`config.mk`:
```
export PLATFORM = sky130hd
export DESIGN_NAME = addsub_signed_pipe
export DESIGN_NICKNAME = d
export VERILOG_FILES = /design/src/rtl/addsub_signed_pipe.sv
export SDC_FILE = /design/constraint.sdc
export NUM_CORES = 1
export LEC_CHECK = 0
export ABC_CLOCK_PERIOD_IN_PS = 4900
export BUFFER_PORTS_ARGS = -buffer_cell sky130_fd_sc_hd__buf_2
export CORE_MARGIN = 2
export CORE_UTILIZATION = 50
export DETAILED_ROUTE_END_ITERATION = 16
export HOLD_SLACK_MARGIN = 0.08
export PLACE_DENSITY_LB_ADDON = 0.3
export SYNTH_ARGS = -nofsm -noshare
export SYNTH_HDL_FRONTEND = slang
export SYNTH_SLANG_ARGS = --single-unit
```
`constraint.sdc`:
```
create_clock -name clk -period 4.9 [get_ports clk]
set_input_delay 0.245 -clock clk [delete_from_list [all_inputs] [get_ports clk]]
set_output_delay 0.245 -clock clk [all_outputs]
set_load 0.02 [all_outputs]
```
`src/rtl/addsub_signed_pipe.sv`:
```
// rtl/addsub_signed_pipe.sv - pipelined signed add/subtract with saturation, valid/ready handshakes and overflow counter
module addsub_signed_pipe #(
    parameter int WIDTH  = 32,
    parameter int STAGES = 2,
    parameter int CNT_W  = 16
) (
    input  logic             clk,
    input  logic             rst,
    input  logic             in_valid,
    output logic             in_ready,
    input  logic [WIDTH-1:0] in_a,
    input  logic [WIDTH-1:0] in_b,
    input  logic             in_op,
    input  logic             in_sat,
    output logic             out_valid,
    input  logic             out_ready,
    output logic [WIDTH-1:0] out_result,
    output logic             out_overflow,
    output logic [CNT_W-1:0] ovf_count,
    input  logic             ovf_clear
);

    localparam logic [WIDTH-1:0] MAX_VAL = {1'b0, {(WIDTH-1){1'b1}}};
    localparam logic [WIDTH-1:0] MIN_VAL = {1'b1, {(WIDTH-1){1'b0}}};

    logic [STAGES-1:0] valid_q;
    logic [WIDTH-1:0]  res_q [STAGES];
    logic [STAGES-1:0] ovf_q;
    logic [STAGES-1:0] load;
    logic [CNT_W-1:0]  cnt_q;
    logic [CNT_W-1:0]  cnt_d;

    logic [WIDTH:0]    a_ext;
    logic [WIDTH:0]    b_ext;
    logic [WIDTH:0]    r_ext;
    logic [WIDTH-1:0]  res_d;
    logic              ovf_d;

    // Exact result at WIDTH+1 bits: overflow iff the two top bits disagree,
    // which also covers subtracting the most negative value.
    always_comb begin
        a_ext = {in_a[WIDTH-1], in_a};
        b_ext = {in_b[WIDTH-1], in_b};
        r_ext = in_op ? (a_ext - b_ext) : (a_ext + b_ext);
        ovf_d = r_ext[WIDTH] ^ r_ext[WIDTH-1];
        res_d = r_ext[WIDTH-1:0];
        if (in_sat && ovf_d) begin
            res_d = r_ext[WIDTH] ? MIN_VAL : MAX_VAL;
        end
    end

    // A stage may load if the output drains or any stage at or after it is empty.
    always_comb begin
        load = '0;
        for (int k = 0; k < STAGES; k++) begin
            load[k] = out_ready;
            for (int j = k; j < STAGES; j++) begin
                if (!valid_q[j]) begin
                    load[k] = 1'b1;
                end
            end
        end
    end

    assign in_ready = load[0];

    always_ff @(posedge clk) begin
        if (rst) begin
            valid_q <= '0;
            ovf_q   <= '0;
            for (int k = 0; k < STAGES; k++) begin
                res_q[k] <= '0;
            end
        end else begin
            if (load[0]) begin
                valid_q[0] <= in_valid;
                res_q[0]   <= res_d;
                ovf_q[0]   <= ovf_d;
            end
            for (int k = 1; k < STAGES; k++) begin
                if (load[k]) begin
                    valid_q[k] <= valid_q[k-1];
                    res_q[k]   <= res_q[k-1];
                    ovf_q[k]   <= ovf_q[k-1];
                end
            end
        end
    end

    assign out_valid    = valid_q[STAGES-1];
    assign out_result   = res_q[STAGES-1];
    assign out_overflow = ovf_q[STAGES-1];

    // Clear wins over a coincident counting delivery; count sticks at all-ones.
    always_comb begin
        cnt_d = cnt_q;
        if (ovf_clear) begin
            cnt_d = '0;
        end else if (out_valid && out_ready && out_overflow && (cnt_q != {CNT_W{1'b1}})) begin
            cnt_d = cnt_q + 1'b1;
        end
    end

    always_ff @(posedge clk) begin
        if (rst) begin
            cnt_q <= '0;
        end else begin
            cnt_q <= cnt_d;
        end
    end

    assign ovf_count = cnt_q;

endmodule

```
# Yosys cells after proc, flatten, opt, wreduce, memory -nomap -nowiden
# Memory sizes are Yosys's and may differ from the RTL's.
# Index checks and enable logic that the tools add are counted.
totals:
  inputBits: 71
  output_inout_bits: 51
  regBits: 20
  latchBits: 0
  ramBits: 64
  romBits: 0
  wordCells: 34
  mem_count: 1
op_classes:
  magnitude_cmp: 0
  div: 0
  n_mux: 16
  n_bitwise: 3
  reduce_logical: 5
  n_shift: 0
  eq_ne: 1
  n_mul: 0
  add_sub_neg: 3
memory_table:
  columns: ["name", "words", "width", "read_ports", "rd_clocked_by_memory_dff", "wr", "line", "text"]
  rows:
  - ["res_q", 2, 32, 2, 0, 2, "27", "logic [WIDTH-1:0] res_q [STAGES];"]
ops:
  columns: ["operator", "count"]
  rows:
  - ["two-way mux 32 bit", 4]
  - ["adder 32 x 32 -> 33 bit", 1]
  - ["two-way mux 33 bit", 1]
  - ["subtractor 32 x 32 -> 33 bit", 1]
  - ["adder 16 x 1 -> 16 bit (second input constant)", 1]
  - ["!= test 16 bit (second input constant)", 1]
  - ["two-way mux 1 bit", 11]
  - ["logical AND 1 bit", 4]
  - ["OR 1 bit", 2]
  - ["OR reduction 2 bit", 1]
  - ["XOR 1 bit", 1]

# Depth between registers and ports, before layout
logic_depth:
  depth_word: 6
  mapped_depth: 20
  ltp_nobuf: 18

# Worst setup path before layout
# Ideal clock, no wire load.
synth_path:
  path_type: "input -> register"
  startpoint: "in in_b[4]"
  endpoint: "mem res_q[0][23], data pin"
  slack_ps: 364
  t_arrival_ps: 4267
  required_ps: 4631
  n_path_buf: 2
  stages: 18
  path_cell_list: "nor3_1 nand2b_1 or3_1 nor3b_1 nand3b_1 nor3_1 a21oi_1 xnor2_1 ha_1 clkbuf_1 nand4_1 or4_1 o21ai_1 xnor2_1 xor3_1 o21ai_2 buf_4 o21ai_1"
synth_lines:
  columns: ["item", "line", "text"]
  rows:
  - ["start: declaration", "12", "input logic [WIDTH-1:0] in_b,"]
  - ["end: declaration", "27", null]

==> run_results.csv <==
group,metric,value,unit
job,cap_violations,0,
drt,drc,0,
layout,num_antenna_cells,0,
cts,clkTransAtPathRegs,60,ps
die,rows,39,
yosys,synth_async_sr_flop_share,0,
critical_path,setup.worst_path.end_class,"register",
status,status,"complete, no violations",
cts,clock_path_buffers,2,
hold_path,hold_end,"valid_q[0]$_SDFFE_PP0N_",
cts,tritoncts.num_buffers,9,
cts,cts_tree,"done",
grt,antenna_found_initial,0,
yosys,synth.most_common_cell,"edfxtp_1",
grt,grt_max_degree,35,
yosys,synth_cell_types,52,
yosys,synth_top_area_frac,0.329,
yosys,ys_warn_count,0,
critical_path,timing.rr.start,"ovf_count[6]$_SDFFE_PP0P_",
grt,grt_usage,0.188,
timing,rsz0062_at_grt,"false",
critical_path,worst-path-max-fanout,31,
yosys,yosysSeqAreaShare,0.398,
yosys,synth_enable_flop_cells,64,
yosys,synth_area_leader_cell,"edfxtp_1",
drt,viasPerCell,5.37,
timing,finalSetupViolations,0,
cts,cts_sinks,84,
die,die_area,12600,µm²
die,pin_count,122,
critical_path,worstSetupPathType,"input pin to register",
critical_path,rr_worst_depth,9,
timing,clock.fmax,0.223,GHz
drt,drt_pass1_iterations,5,
layout,nFillCells,1019,
critical_path,crit_required,4960,ps
placement,port_buffers,121,
hold_path,min_path_type,"input pin to register",
cts,post_cts_buffers,0,
grt,grt_pass1_wl,19700,µm
layout,multi_input_area,3110,µm²
yosys,ys_ff_latch,84,
hold_path,min_from,"in_valid",
timing,relSlewSlack,0.515,
placement,dp_hpwl,9350,µm
layout,syn2layout_area_growth,14.9,%
layout,finalCoreUtilization,0.587,
timing,hold_viol_final,0,
cts,clk-insertion-delay-late,330,ps
drt,drt-total-wl,11800,µm
timing,final_max_slew_viol_count,0,
critical_path,reg2reg_slack,2560,ps
layout,drive_gt1_frac,0.215,
yosys,postSynthAreaPerCell,9.29,µm²
drt,wl_per_cell,13.6,µm
hold_path,min_path_cells,3,
grt,overflow,0,
grt,grt_pass1_vias,4321,
pwr,ir_worst_vdd,0.229,mV
drt,vias,4632,
placement,globalplace.congestion,0.921,
layout,seq_area,2320,µm²
critical_path,worstReg2RegEnd,"ovf_count[11]$_SDFFE_PP0P_",
cts,root_buffer,"clkbuf_16",
cts,cts_max_level,3,
timing,fin_crit,4490,ps
layout,fin_nets,821,
pwr,powerDensity,360,nW/µm²
timing,worstMarginPinSlew,727,ps
yosys,synth.top_cells.by_count,"edfxtp_1 (64), nor2_1 (58), a21oi_1 (57)",
yosys,synth_flop_cell,"edfxtp_1",
drt,ant_nets,0,
die,design.core.area,11400,µm²
timing,fin_skew,4.78,ps
die,die_y,112,µm
drt,drtIter0Drc,277,
yosys,yosys-top-cells-area,"edfxtp_1 (33%), xnor2_1 (8.0%), ha_1 (7.3%)",
critical_path,start_kind,"input pin",
timing,fin_crit_sh,0.916,
yosys,synth.net_count,734,
yosys,syn_area,5840,µm²
die,die_w,112,µm
pwr,power_leakage,2.95,nW
critical_path,cp.arrival,4550,ps
yosys,synthCells,628,
timing,fin_setup_tns,0,ps
die,start_util,0.511,
## sequential cells by signal (all words and copies together) (netlist names)
register / cells
res_q: 64
ovf_count: 16
ovf_q: 2
valid_q: 2
## repair_timing
| action | CTS | global route |
|---|---|---|
| endpoints found under the setup margin | 0 | 16 |
| hold buffers | 0 | 0 |
| resized for setup | 0 | 1 |
## through the flow
step | instances | instance area [µm²] | hold WS, ps | total power [mW] | worst slack, ps
final | 863 | 6710 | 133 | 2.41 | 411
after global routing | 863 | 6710 | 139 | 2.55 | 99.8
after CTS | 863 | 6700 | 126 | 2.43 | 348
after detailed placement | 847 | 6370 | 473 | 1.68 | 17.7
after global placement | 847 | 6370 | 455 | 1.66 | 151
after floorplan | 628 | 5840 | 317 | 1.53 | 364
## report_power, final
group          internal [mW]  switching (mW)
Combinational          0.297           0.412
Clock                  0.496           0.249
Sequential             0.927          0.0320
Total                   1.72           0.693
## critical path, stage by stage
cell	delay [ps]
buf_2	130
nor3_1	240
nand2b_1	110
or3_1	340
nor3b_1	300
nand3b_1	210
nor3_1	170
buf_4	150
a21oi_1	70
xnor2_1	160
ha_1	350
buf_4	180
a21oi_1	130
o21ai_0	160
a31o_2	290
a21oi_1	120
o21ai_1	110
xnor2_2	220
xor3_1	390
o21ai_2	190
buf_12	200
o21ai_1	100
## layout by cell type (no fill, tap or decap), drive strengths merged, types with 5 or more instances in the layout
cell,instances
xnor2,53
and3,14
clkbuf,11
o211ai,5
o21ai,52
nand4,6
nand3,14
ha,34
xor2,22
dfxtp,20
buf,131
nor2,58
a21o,8
a31oi,11
nor3,12
nor4,5
nand2b,7
o21bai,5
and2,35
edfxtp,64
a21oi,57
inv,18
nand2,26
## kinds of logic after synthesis
kind of cell / synth area share
DFF: 0.398
adders and majority gates: 0.0763
buffers and inverters: 0.0701
xor gates and xnor gates: 0.117
and+or+nand+nor: 0.177
muxes: 0.00515
AOI/OAI and AO/OA: 0.157
## metal layers
| metal | share of wire | global-route usage | routed length (µm) |
|---|---|---|---|
| met4 | 0.011 | 0.0504 | 126 |
| met2 | 0.44 | 0.290 | 5150 |
| met5 | 0 | 0 | 0 |
| met1 | 0.49 | 0.275 | 5770 |
| met3 | 0.060 | 0.0367 | 709 |
## layout make-up
cell class,instances,share of cell area
Clock buffer,11,0.0347
Clock inverter,5,0.0149
Inverter,18,0.0101
Multi-Input combinational cell,471,0.464
Sequential cell,84,0.346
Tap cell,143,0.0267
Timing Repair Buffer,131,0.103
## worst max path at each step
stage	start	slack [ps]	end
after CTS	in_b[2]	350	res_q[0][18]$_SDFFCE_PN0P_
final	in_b[2]	410	res_q[0][18]$_SDFFCE_PN0P_
after detailed placement	in_b[2]	20	res_q[0][18]$_SDFFCE_PN0P_
after global placement	in_b[2]	150	res_q[0][15]$_SDFFCE_PN0P_
after floorplan	in_b[4]	360	res_q[0][23]$_SDFFCE_PN0P_
after global routing	in_b[2]	100	res_q[0][2]$_SDFFCE_PN0P_
Power figures use the tool's default switching activity.
